## src/rtl/iterative_alu.sv

```systemverilog
// Execute unit for the 4-bit ALU decoder code: logic/arith/compare ops, plus serial shifts at 1 bit per cycle.
// Latency: 1 cycle for non-shift, illegal, and zero-amount shift ops; N+1 cycles for a shift by N > 0.
// Backpressure: in_ready only in IDLE; the result is held in DONE until out_ready (1 bubble between ops).
module iterative_alu #(
    parameter int WIDTH = 32
) (
    input  logic             clk,
    input  logic             reset,
    input  logic             in_valid,
    output logic             in_ready,
    input  logic [3:0]       ALUControl,
    input  logic [WIDTH-1:0] SrcA,
    input  logic [WIDTH-1:0] SrcB,
    output logic             out_valid,
    input  logic             out_ready,
    output logic [WIDTH-1:0] ALUResult,
    output logic             Zero,
    output logic             illegal_op,
    output logic             busy
);
    localparam int SHW = $clog2(WIDTH);
    localparam logic [SHW-1:0] CNT_ONE = 1;

    typedef enum logic [1:0] {IDLE, SHIFT, DONE} state_t;
    typedef enum logic [1:0] {SH_SLL, SH_SRL, SH_SRA} shop_t;

    state_t           state, state_nxt;
    shop_t            sh_op, dec_sh;
    logic [WIDTH-1:0] work, work_nxt;
    logic [SHW-1:0]   cnt;
    logic [SHW-1:0]   shamt;
    logic [WIDTH-1:0] dec_res;
    logic             dec_ill;
    logic             dec_shift;
    logic             accept;
    logic             last_shift;

    assign in_ready   = (state == IDLE);
    assign out_valid  = (state == DONE);
    assign busy       = (state == SHIFT);
    assign accept     = in_valid && in_ready;
    assign shamt      = SrcB[SHW-1:0];
    assign last_shift = (state == SHIFT) && (cnt == CNT_ONE);

    // Op decode; an X on ALUControl matches no item and falls into the illegal default.
    always_comb begin
        dec_res   = '0;
        dec_ill   = 1'b0;
        dec_shift = 1'b0;
        dec_sh    = SH_SLL;
        case (ALUControl)
            4'b0000: dec_res = SrcA + SrcB;
            4'b0001: dec_res = SrcA - SrcB;
            4'b0010: dec_res = SrcA & SrcB;
            4'b0011: dec_res = SrcA | SrcB;
            4'b0100: dec_res = SrcA ^ SrcB;
            4'b0101: dec_res = {{(WIDTH-1){1'b0}}, ($signed(SrcA) < $signed(SrcB))};
            4'b0110: begin dec_shift = 1'b1; dec_sh = SH_SRA; dec_res = SrcA; end
            4'b0111: begin dec_shift = 1'b1; dec_sh = SH_SRL; dec_res = SrcA; end
            4'b1000: begin dec_shift = 1'b1; dec_sh = SH_SLL; dec_res = SrcA; end
            default: dec_ill = 1'b1;
        endcase
    end

    always_comb begin
        work_nxt = work;
        case (sh_op)
            SH_SLL:  work_nxt = {work[WIDTH-2:0], 1'b0};
            SH_SRL:  work_nxt = {1'b0, work[WIDTH-1:1]};
            SH_SRA:  work_nxt = {work[WIDTH-1], work[WIDTH-1:1]};
            default: work_nxt = work;
        endcase
    end

    always_comb begin
        state_nxt = state;
        case (state)
            IDLE:    if (accept) state_nxt = (dec_shift && (shamt != '0)) ? SHIFT : DONE;
            SHIFT:   if (cnt == CNT_ONE) state_nxt = DONE;
            DONE:    if (out_ready) state_nxt = IDLE;
            default: state_nxt = IDLE;
        endcase
    end

    always_ff @(posedge clk or negedge reset) begin
        if (!reset) state <= IDLE;
        else        state <= state_nxt;
    end

    // Output registers move only on accept or on the final shift step, so DONE holds them stable.
    always_ff @(posedge clk or negedge reset) begin
        if (!reset) begin
            ALUResult  <= '0;
            Zero       <= 1'b0;
            illegal_op <= 1'b0;
            work       <= '0;
            cnt        <= '0;
            sh_op      <= SH_SLL;
        end else if (accept) begin
            work       <= SrcA;
            cnt        <= shamt;
            sh_op      <= dec_sh;
            illegal_op <= dec_ill;
            if (!(dec_shift && (shamt != '0))) begin
                ALUResult <= dec_res;
                Zero      <= (dec_res == '0);
            end
        end else if (state == SHIFT) begin
            work <= work_nxt;
            cnt  <= cnt - CNT_ONE;
            if (last_shift) begin
                ALUResult <= work_nxt;
                Zero      <= (work_nxt == '0);
            end
        end
    end
endmodule

```

## config.mk

```make
export PLATFORM = sky130hd
export DESIGN_NAME = iterative_alu
export DESIGN_NICKNAME = d
export VERILOG_FILES = /design/src/rtl/iterative_alu.sv
export SDC_FILE = /design/constraint.sdc
export NUM_CORES = 1
export LEC_CHECK = 0
export BUFFER_PORTS_ARGS = -buffer_cell sky130_fd_sc_hd__buf_2
export CORE_ASPECT_RATIO = 0.7
export CORE_MARGIN = 8
export CORE_UTILIZATION = 25
export CTS_BUF_LIST = sky130_fd_sc_hd__clkbuf_8
export DETAILED_ROUTE_END_ITERATION = 10
export MAX_ROUTING_LAYER = met4
export REMOVE_ABC_BUFFERS = 1
export SLEW_MARGIN = 20
export SYNTH_ARGS = -nofsm -noshare
export SYNTH_HDL_FRONTEND = slang
export SYNTH_SLANG_ARGS = --single-unit
```

## constraint.sdc

```tcl
create_clock -name clk -period 4.6 [get_ports clk]
set_input_delay 0.23 -clock clk [delete_from_list [all_inputs] [get_ports clk]]
set_output_delay 0.23 -clock clk [all_outputs]
set_load 0.01 [all_outputs]
```

* After elaboration in Yosys (flattened, before gate mapping) *
Index checks and enable logic that the tools add are counted.

storage, ports and cells
  register bits = 75
  bits in latches = 0
  bits in writable memories = 0
  memory bits (read-only) = 0
  bits of input ports = 72
  output and inout bits = 37
  word-level logic and storage cells = 68
  memories kept = 0

operators by class
  add/sub/neg operators = 3
  multiply operators = 0
  divide/modulo/power cells = 0
  $lt $le $gt $ge = 1
  equality and inequality tests = 17
  shift-type cells = 0
  mux-type cells = 22
  bitwise logic cells = 3
  reductions and logical operators = 15

operators by type and width
  operator                                          count
  one-hot mux 32 bit (7 select lines)               1
  2-to-1 mux 32 bit                                 6
  one-hot mux 32 bit (3 select lines)               1
  zero test 32 bit                                  2
  adder 32 bit                                      1
  AND 32 bit                                        1
  less-than comparator 32 bit                       1
  bitwise OR 32 bit                                 1
  subtractor 32 bit                                 1
  XOR 32 bit                                        1
  == test 4 x 3 -> 1 bit, second input constant     4
  2-to-1 mux 5 bit                                  2
  OR reduction 9 bit                                1
  == test 4 x 2 -> 1 bit, second input constant     2
  2-to-1 mux 2 bit                                  4
  2-to-1 mux 1 bit                                  6
  != test 2 x 1 -> 1 bit, second input constant     3
  one-hot mux 2 bit (3 select lines)                1
  AND reduction 3 bit                               2
  == test 5 x 1 -> 1 bit, second input constant     1
  nonzero test 5 bit                                1
  subtractor 5 x 1 -> 5 bit, second input constant  1
  == test 2 x 1 -> 1 bit, second input constant     2
  == test 2 bit, second input constant              2
  other kinds (9)                                   13

* Logic depth before layout (Yosys ltp) *
Gate-level depths: netlist of the first run.

  word-level depth = 7
  gate-level depth with buffers = 15
  mapped depth without buffers = 14

* Worst setup path before layout of the first run *
OpenSTA, ideal clock, no wires.

  kind = input to register
  start = input port SrcA[0]
  end = register Zero
  setup time = 104 ps
  arrival time = 3,979 ps
  data required time = 4,496 ps
  slack = 518 ps
  stages on the path = 14
  path buffers = 0
  cells stage by stage = inv_1 > ha_1 > fa_1 > o21ba_1 > a2111o_1 > a21oi_2 > nor2_1 > a221o_1 > a221o_1 > nor4_1 > nand4_1 > or4_1 > or4_1 > o41ai_2

on the way
  word-level cells in the longest chain between the ends = 5
  elaborated cells on any way between the ends = 10
  those cells by class = 2 x add/sub; 1 x order compare; 3 x mux; 3 x bitwise; 1 x reduce/logical

RTL lines
  what                                             RTL line  RTL
  start, declared                                  12        input logic [WIDTH-1:0] SrcA,
  subtractor 32 bit, or another cell as far along  53        4'b0001: dec_res = SrcA - SrcB;
  one-hot mux 32 bit (7 select lines) (*)          51        case (ALUControl)
  zero test 32 bit (*)                             106       Zero <= (dec_res == '0);
  2-to-1 mux 1 bit (*)                             104       if (!(dec_shift && (shamt != '0))) begin
  2-to-1 mux 1 bit (*)                             99        end else if (accept) begin
  end signal, assigned                             106
  end signal, assigned                             113       Zero <= (work_nxt == '0);
  end, declared                                    17        output logic Zero,

Every way passes the cells marked *; elsewhere a longest branch is shown, timed or not. The select of a mux whose other input is x is not followed.
A chain may end at the register's enable or synchronous reset.

* Worst setup path in the final report of the first run *
Same ends and word-level chain as after synthesis.

==> results_dict.tcl, run 1 <==
set metrics [dict create \
    relSlewSlack_pct 33.9 \
    tritoncts "yes" \
    cts.path.max_buffers 2 \
    post_synth_inst_count 1401 \
    top_reg_cell_synth "dfrtp_1" \
    slack_of_the_worst_reg_to_reg_path_ns 0.57 \
    quantity_of_gates_resized_following_cts 0 \
    clk_root_buffer_cell "clkbuf_8" \
    clk_pin_slew_ns 0.10 \
    holdBufCountCts 2 \
    synth_enable_flop_cells 0 \
    num_vias 11800 \
    arrival_time_reported_for_the_critical_path_endpoint_ns 4.64 \
    setup_ws_ns 0.267 \
    post_synth_main_area_contributors "dfrtp_1, ha_1, o21ai_0" \
    grt_start_max_net_pins 52 \
    floorplan.rows 61 \
    synth_simple_gate_area_share_pct 20.2 \
    ir_worst_vdd_v 0.000212 \
    initial_utilization_pct 25.4 \
    worstSetupPathType "input port to flop" \
    routed_via_density 5.79 \
    postRouteWirelength_mm 46.7 \
    synth_top_cell_area_share_pct 18.6 \
    timing.fmax_ghz 0.231 \
    power.static_leakage_uw 0.00505 \
    detail_route.first_pass.iterations 5 \
    most-common-layout-cells "o21ai_0, nor2_1, a21oi_1, ha_1, buf_2" \
    yosysWarnings 0 \
    outcome "finished clean" \
    worstSetupEndpointType "flop" \
    io_buffer_count 108 \
    synthesis.area_um2 10100 \
    cts_inserted_buffers 9 \
    report.final.slew_viol_count 0 \
    period_minus_slack_ns 4.33 \
    detailedPlacementHpwl_mm 37.1 \
    clock_tree.htree_level_count 3 \
    postRouteAntennaNets 0 \
    pwr_density_cell_nw_per_um2 378 \
    die_width_um 256 \
    grt_first_pass_wirelength_mm 70.8 \
    floorplan.core_area_um2 39800 \
    drt_drc_violations_left 0 \
    drive_above_1_share_pct 15.8 \
    period_share_pct 94.2 \
    synthDominantAreaCellType "dfrtp_1" \
    area_growth_syn_to_layout_pct 17.2 \
    layout.nets 1692 \
    postSynthRegisterBits 75 \
    die_area_um2 47200 \
    hold_viol_final 0 \
    cts.sinks 75 \
    grtUsageTotal_pct 19.6 \
    gp_routability_congestion 0.969 \
    antenna_found_initial 1 \
    async_reset_ff_share_pct 100 \
    grt_pass1_vias 11100 \
    cts_setup_buffers 0 \
    dpl-instance-area_um2 11600 \
    timing.max_cap.violations 0 \
    post-place-ws_ns -0.0935 \
    post-route-cell-area_um2 11800 \
    finalSetupViolCount 0 \
    worst_clock_skew_ns 0.0197 \
    num_io_pins 109 \
    fp.dieH_um 184 \
    tightestPinTransition_ns 0.987 \
    post_synth_xor_area_fraction_pct 0.0867 \
    worst_hold_path_type "input port to flop" \
    layout_commonest_cell "o21ai_0" \
    insertion_delay_ns 0.41 \
    routed_wire_length_per_instance_um 22.8 \
    synth_cell_types 81 \
    gr-total-overflow 0 \
    post_synth_mux_area_share_pct 1.13 \
    rsz0062_at_grt "false" \
    synth_compound_area_share_pct 37.4 \
    drt_first_iter_violations 1521 \
    synth_top_family_by_area "compound AO/OA/AOI/OAI gates" \
    critical_path_rt_ns 4.91 \
    synth.yosys.seq_area_share_pct 18.6 \
    synth-adder-area-share_pct 14.6 \
    critical_path_start_type "input port" \
    worstPathMaxFanout 3 \
    syn-mean-instance-area_um2 7.21 \
]
-- report_power, final --
group | internal [uW] | switching (uW) | total, uW
sequential | 978 | 296 | 1270
clock | 270 | 301 | 571
combinational | 918 | 1710 | 2630
-- sequential cells by signal, summed over array words and instances, names as in the netlist --
register,flops
work,32
sh_op,2
cnt,5
illegal_op,1
ALUResult,32
state,2
Zero,1
-- cell families after synthesis --
family | count (synthesis)
multiplexers | 11
adder cells (fa/ha/maj) | 117
AO/OA/AOI/OAI | 570
buffers and inverters | 210
flip-flops | 75
XOR/XNOR | 1
AND/OR/NAND/NOR | 417
-- path summary, 6_finish.rpt --
check | endpoint | cells after the start | from
setup / recovery | Zero$_DFFE_PN0P_ | 15 | SrcA[0]
hold / removal | sh_op[0]$_DFFE_PN0P_ | 3 | ALUControl[1]
setup reg to reg | ALUResult[6]$_DFFE_PN0P_ | 9 | state[0]$_DFFE_PN0P_
hold reg to reg | ALUResult[24]$_DFFE_PN0P_ | 2 | ALUResult[24]$_DFFE_PN0P_
max in group asynchronous | ALUResult[23]$_DFFE_PN0P_ | 3 | reset
min in group asynchronous | ALUResult[2]$_DFFE_PN0P_ | 2 | reset
-- cells in the mapped netlist, types with 17 or more instances --
| cell | number |
|---|---|
| ha_1 | 115 |
| o22ai_1 | 17 |
| nand2_1 | 106 |
| a22oi_1 | 38 |
| inv_1 | 103 |
| clkbuf_1 | 87 |
| dfrtp_1 | 75 |
| o211ai_1 | 43 |
| nand4_1 | 19 |
| a21o_1 | 20 |
| nor4_1 | 21 |
| o21ai_0 | 144 |
| nand2b_1 | 41 |
| nor2_1 | 137 |
| a21oi_1 | 129 |
| a221oi_1 | 30 |
-- routing by layer --
layer  global-route usage [%]  vias up  wire [um]
li1                         -     5402          -
met1                     29.0     5714      22600
met2                     27.1      660      18700
met3                     3.65       62       4340
met4                     4.47        0       1040
met5                        -        -          0
-- area by class of cell --
class	instances	area [um2]
Inverter	105	394
Fill cell	4319	27900
Antenna cell	3	7.51
Sequential cell	75	1880
Tap cell	535	669
Timing Repair Buffer	196	1220
Multi-Input combinational cell	1116	7470
Clock inverter	6	72.6
Clock buffer	10	138
-- worst max-delay path: stages --
cell and delay, ns:
buf_2 0.09, inv_1 0.05, ha_1 0.24, fa_1 0.41
o21ba_1 0.22, a2111o_1 0.47, a21oi_2 0.17, nor2_1 0.08
a221o_1 0.35, a221o_1 0.34, nor4_1 0.38, nand4_1 0.25
or4_1 0.53, or4_1 0.53, o41ai_2 0.29
-- per-stage QoR --
step / hold WS [ns] / power (uW) / utilization, % / setup TNS (ns) / cells
6_report: 0.165 / 4470 / 29.8 / 0 / 2046
5_1_grt: 0.167 / 4790 / 29.8 / 0 / 2044
4_1_cts: 0.134 / 4430 / 29.8 / 0 / 2043
3_5_place_dp: 0.226 / 3840 / 29.2 / -0.0935 / 2025
3_3_place_gp: 0.224 / 3810 / 29.2 / -0.0446 / 2025
2_1_floorplan: -0.0656 / 2700 / - / -0.195 / 1296
No activity file was read; power rests on OpenSTA's default activity.
==> inputs of run 2 (changes only) <==
==> constraint.sdc (replaced) <==
create_clock -name clk -period 3.77 [get_ports clk]
set_input_delay 0.1885 -clock clk [delete_from_list [all_inputs] [get_ports clk]]
set_output_delay 0.1885 -clock clk [all_outputs]
set_load 0.01 [all_outputs]
==> results_dict.tcl, run 2 (synthesized netlist as in run 1, its figures left out) <==
set metrics [dict create \
    outcome "complete, but fails checks" \
    violations_in_the_final_reports "negative setup slack" \
    path_buf_inv 2 \
    worstPathMaxFanout 3 \
    worstSetupEndpointType "flop" \
    power.share.combinational_pct 60.9 \
    reg.largest.list "ALUResult (32), work (32), cnt (5)" \
    num_io_pins 109 \
    period_share_pct 102 \
    tightestPinTransition_ns 1.08 \
    period_minus_slack_ns 3.84 \
    io_buffer_count 108 \
    worst_hold_path_type "input port to flop" \
    finalNonFillerCells 2279 \
    arrival_time_reported_for_the_critical_path_endpoint_ns 4.14 \
    layout_commonest_cell "buf_4" \
    floorplan.rows 61 \
    detail_route.first_pass.iterations 6 \
    cts.sinks 75 \
    clock_tree.htree_level_count 3 \
    ir_worst_vdd_v 0.000280 \
    routed_via_density 5.59 \
    setup_ws_ns -0.0675 \
    crit_slowest_cell "a2111o_1" \
    cts.path.max_buffers 2 \
    seqCellArea_um2 1880 \
    post-route-cell-area_um2 13800 \
    worstSetupPathType "input port to flop" \
    worst_hold_slack_ns 0.207 \
    summed_negative_setup_slack_over_all_endpoints_ns -0.0675 \
    layout.nets 1925 \
    dpl-instance-area_um2 13300 \
    floorplan.core_area_um2 39800 \
    cell_occurring_most_often_along_the_worst_timing_path "a221o_1" \
    hold_viol_final 0 \
    cells_after_dpl 2252 \
    die_area_um2 47200 \
    grt_first_pass_wirelength_mm 74.6 \
    routed_wire_length_per_instance_um 21.6 \
    relSlewSlack_pct 27.6 \
    fp.dieH_um 184 \
    tritoncts "yes" \
    switching_pwr_uw 2900 \
    r2r-start "state[0]$_DFFE_PN0P_" \
    insertion_delay_ns 0.40 \
    gp_routability_congestion 0.970 \
    area_growth_syn_to_layout_pct 36.9 \
    sw_frac_of_total_pct 49.3 \
    power.internal_uw 2980 \
    antenna_found_initial 3 \
    postRouteWirelength_mm 49.3 \
    most-common-layout-cells "buf_4, o21ai_0, nor2_1, a21oi_1, ha_1" \
    initial_utilization_pct 25.4 \
    timing.hold.worst.start "SrcA[31]" \
    grt_pass1_vias 11900 \
    list_of_cells_traversed_by_the_critical_path "buf_2 -> inv_2 -> ha_4 -> fa_2 -> o21ba_1 -> a2111o_1 -> a21oi_2 -> nor2_2 -> a221o_1 -> a221o_1 -> nor4_2 -> nand4_1 -> or4_1 -> or4_4 -> o41ai_4" \
    critical_path_start_type "input port" \
    pwr_density_cell_nw_per_um2 425 \
    start_point_of_the_critical_path "SrcA[0]" \
    grtUsageTotal_pct 20.7 \
    finalSetupViolCount 1 \
    detailedPlacementHpwl_mm 39.8 \
    postRouteAntennaNets 0 \
    clk_pin_slew_ns 0.09 \
    multi_input_area_um2 7660 \
    critical-path-max-stage-delay_ns 0.50 \
    gr-total-overflow 0 \
    clkPwrFrac_pct 13.1 \
    drive_above_1_share_pct 28.5 \
    timing.fmax_ghz 0.261 \
    seq_power_share_pct 26.1 \
    report.final.slew_viol_count 0 \
    drt_first_iter_violations 1928 \
    cts_inserted_buffers 9 \
    timing.max_cap.violations 0 \
    num_vias 12700 \
    filler_cell_count 4244 \
    worst_clock_skew_ns 0.0107 \
    clk_root_buffer_cell "clkbuf_8" \
    drt_drc_violations_left 0 \
    die_width_um 256 \
    critical_path_rt_ns 4.07 \
    grt_start_max_net_pins 64 \
    power.static_leakage_uw 0.00624 \
    path_delay_family "compound AO/OA/AOI/OAI gates" \
    rsz0062_at_grt "true" \
]
run 2: power by group through the flow:
stage / registers (uW) / logic [uW] / clock network [uW]
after floorplan: 1600 / 1690 / 0
after global placement: 1530 / 3390 / 0
after detailed placement: 1540 / 3440 / 0
after CTS: 1520 / 3490 / 771
after global routing: 1590 / 3880 / 808
final: 1530 / 3580 / 768
run 2: area by class of cell:
cell class | count | area share, %
antenna | 3 | 0.0543
clock inverter | 6 | 0.642
clock buffer | 10 | 0.995
inverter | 105 | 2.85
sequential | 75 | 13.6
timing repair buffer | 429 | 21.7
tap | 535 | 4.84
multi-input combinational | 1116 | 55.4
run 2: worst reg2reg max path: stages (launching register included):
cell	delay (ns)
dfrtp_1	0.40
nor2b_2	0.14
nand2_1	0.17
a21oi_1	0.17
nand3_1	0.15
a2111oi_0	0.31
nand4_1	0.23
nor4_2	0.37
nand4_1	0.24
or4_1	0.48
or4_4	0.45
o41ai_4	0.22
run 2: worst paths after layout:
kind | to | slack (ns) | cells after the start
max in group asynchronous | ALUResult[22]$_DFFE_PN0P_ | 2.53 | 3
worst min-delay path | work[31]$_DFFE_PN0P_ | 0.21 | 3
min in group asynchronous | ALUResult[9]$_DFFE_PN0P_ | 0.32 | 2
worst max-delay path | Zero$_DFFE_PN0P_ | -0.07 | 15
worst min register to register | ALUResult[2]$_DFFE_PN0P_ | 0.51 | 1
worst max register to register | Zero$_DFFE_PN0P_ | 0.34 | 11
run 2: timing repair:
item / in CTS / in global routing
gates resized for setup: 26 / 13
hold buffers: 2 / 0
hold endpoints to repair: 44 / 0
pin swaps: 15 / 11
endpoints found under the setup margin: 1 / 1
buffers inserted: 5 / 1
run 2: metal layers:
metal,global-route usage [%],routed length (um),vias up
li1,-,-,5855
met1,30.5,23600,6151
met2,29.4,20300,666
met3,3.55,4460,58
met4,3.75,928,0
met5,-,0,-
run 2: per-stage QoR:
step / setup slack, ns / power (uW) / utilization [%]
finish: -0.0675 / 5880 / 34.8
global route: -0.135 / 6280 / 34.8
CTS: 0.00447 / 5780 / 34.5
detailed placement: -1.01 / 4980 / 33.5
floorplan: -1.03 / 3290 / -
global placement: -0.923 / 4920 / 33.5
==> inputs of run 3 (changes only) <==
==> config.mk (replaced) <==
export PLATFORM = sky130hd
export DESIGN_NAME = iterative_alu
export DESIGN_NICKNAME = d
export VERILOG_FILES = /design/src/rtl/iterative_alu.sv
export SDC_FILE = /design/constraint.sdc
export NUM_CORES = 1
export LEC_CHECK = 0
export CORE_ASPECT_RATIO = 0.7
export CORE_MARGIN = 8
export CORE_UTILIZATION = 25
export CTS_BUF_LIST = sky130_fd_sc_hd__clkbuf_8
export DETAILED_ROUTE_END_ITERATION = 10
export DONT_BUFFER_PORTS = 1
export MAX_ROUTING_LAYER = met4
export REMOVE_ABC_BUFFERS = 1
export SYNTH_ARGS = -nofsm -noshare
export SYNTH_HDL_FRONTEND = slang
export SYNTH_SLANG_ARGS = --single-unit
==> results_dict.tcl, run 3 (synthesized netlist as in run 1, its figures left out) <==
set metrics [dict create \
    post-place-ws_ns -0.788 \
    tightestPinTransition_ns 1.13 \
    sw_frac_of_total_pct 51.6 \
    gp_routability_congestion 0.967 \
    routed_wire_length_per_instance_um 23.0 \
    setup_ws_ns -0.0327 \
    pwr_density_cell_nw_per_um2 431 \
    seq_power_share_pct 31.9 \
    num_vias 11900 \
    cts.sinks 75 \
    die_width_um 256 \
    num_io_pins 109 \
    drt_first_iter_violations 1518 \
    cts_inserted_buffers 9 \
    switching_pwr_uw 2750 \
    met1_usage_pct 28.1 \
    finalSetupViolCount 1 \
    detailedPlacementHpwl_mm 37.6 \
    critical_path_rt_ns 4.08 \
    worst_hold_slack_ns 0.0205 \
    initial_utilization_pct 25.4 \
    clk_root_buffer_cell "clkbuf_8" \
    power.internal_uw 2570 \
    cts.path.max_buffers 2 \
    worst_hold_path_type "input port to flop" \
    clkPwrFrac_pct 11.1 \
    area_growth_syn_to_layout_pct 22.1 \
    ir_worst_vdd_v 0.000253 \
    period_share_pct 101 \
    most-common-layout-cells "buf_4, o21ai_0, nor2_1, a21oi_1, ha_1" \
    reg.largest.list "ALUResult (32), work (32), cnt (5)" \
    layout_commonest_cell "buf_4" \
    worstSetupPathType "input port to flop" \
    worst_clock_skew_ns 0.0193 \
    timing.max_cap.violations 0 \
    drive_above_1_share_pct 17.2 \
    fp.dieH_um 184 \
    routed_via_density 5.76 \
    grt_first_pass_wirelength_mm 72.1 \
    hold_viol_final 0 \
    floorplan.rows 61 \
    filler_cell_count 4321 \
    timing.fmax_ghz 0.263 \
    worstPathMaxFanout 4 \
    grtUsageTotal_pct 20.0 \
    clk_pin_slew_ns 0.10 \
    post-route-cell-area_um2 12300 \
    gr-total-overflow 0 \
    clock_tree.htree_level_count 3 \
    grt_pass1_vias 11200 \
    relSlewSlack_pct 24.6 \
    grt.busiest_layer "met1" \
    postRouteAntennaNets 0 \
    arrival_time_reported_for_the_critical_path_endpoint_ns 4.11 \
    antenna_found_initial 1 \
    die_area_um2 47200 \
    tritoncts "yes" \
    met3_usage_pct 5.45 \
    grt_start_max_net_pins 76 \
    detail_route.first_pass.iterations 6 \
    power.static_leakage_uw 0.00525 \
    period_minus_slack_ns 3.80 \
    power.share.combinational_pct 56.9 \
    floorplan.core_area_um2 39800 \
    rsz0062_at_grt "true" \
    use_met2_pct 28.0 \
    postRouteWirelength_mm 47.5 \
    insertion_delay_ns 0.40 \
    drt_drc_violations_left 0 \
    violations_in_the_final_reports "negative setup slack" \
    worstSetupEndpointType "flop" \
    dpl-instance-area_um2 12000 \
    io_buffer_count 0 \
    critical_path_start_type "input port" \
    outcome "complete, but fails checks" \
    layout.nets 1714 \
    report.final.slew_viol_count 0 \
]
==> run 3: changes by cell type in the layout (fill, tap and decap cells not counted), sizes merged <==
cell | previous run | this run
diode | 3 | 4
buf | 427 | 210
bufinv | 2 | 0
inv | 105 | 104
clkinvlp | 1 | 2
clkinv | 3 | 6
clkbuf | 10 | 9
dlygate4sd3 | 2 | 8
==> run 3: timing repair <==
action | in CTS | in global routing
gates resized for setup | 5 | 8
hold endpoints to repair | 81 | 0
pin swaps | 7 | 2
setup endpoints to repair | 1 | 1
hold buffers | 9 | 0
buffers inserted | 1 | 0
==> run 3: area by class of cell <==
cell class / count / area, um2 / share of cell area (%)
Timing Repair Buffer: 218 / 1690 / 13.7
Antenna cell: 4 / 10.0 / 0.0811
Clock inverter: 7 / 46.3 / 0.375
Sequential cell: 75 / 1880 / 15.2
Inverter: 105 / 394 / 3.19
Tap cell: 535 / 669 / 5.42
Multi-Input combinational cell: 1116 / 7530 / 61.0
Clock buffer: 9 / 124 / 1.00
==> run 3: critical path, cell delays in order <==
cell      delay, ns
inv_1          0.04
ha_2           0.21
fa_2           0.37
o21ba_1        0.21
a2111o_1       0.46
a21oi_2        0.19
nor2_1         0.07
a221o_1        0.37
a221o_1        0.33
nor4_2         0.17
nand4_1        0.24
or4_1          0.47
or4_1          0.52
o41ai_2        0.27
==> run 3: routing by layer <==
layer,up-vias,share of wire [%]
li1,5440,-
met1,5711,46
met2,680,40
met3,80,11
met4,0,2.5
met5,-,0
==> run 3: metrics by stage <==
stage / TNS [ns] / power [uW] / instances / utilization [%]
finish: -0.0327 / 5320 / 2069 / 31.0
global route: -0.0731 / 5690 / 2069 / 31.0
CTS: 0 / 5250 / 2065 / 30.9
detailed placement: -1.22 / 4610 / 2039 / 30.1
global placement: -1.02 / 4560 / 2039 / 30.1
floorplan: -1.75 / 3290 / 1296 / -
==> run 3: worst paths after layout <==
| kind | start | end | slack (ns) | depth (start not counted) |
|---|---|---|---|---|
| hold reg to reg | cnt[2]$_DFFE_PN0P_ | cnt[2]$_DFFE_PN0P_ | 0.54 | 1 |
| min in group asynchronous | reset | work[5]$_DFFE_PN0P_ | 0.40 | 2 |
| setup / recovery | SrcA[0] | Zero$_DFFE_PN0P_ | -0.03 | 14 |
| hold / removal | SrcA[5] | work[5]$_DFFE_PN0P_ | 0.02 | 2 |
| setup reg to reg | state[0]$_DFFE_PN0P_ | Zero$_DFFE_PN0P_ | 0.22 | 11 |
| max in group asynchronous | reset | ALUResult[25]$_DFFE_PN0P_ | 3.03 | 2 |
==> run 3: power by group through the flow <==
stage	sequential, uW	combinational, uW	clock [uW]
3_5_place_dp	1710	2890	0
3_3_place_gp	1710	2850	0
2_1_floorplan	1600	1690	0
6_report	1700	3030	592
5_1_grt	1760	3290	641
4_1_cts	1700	2940	607
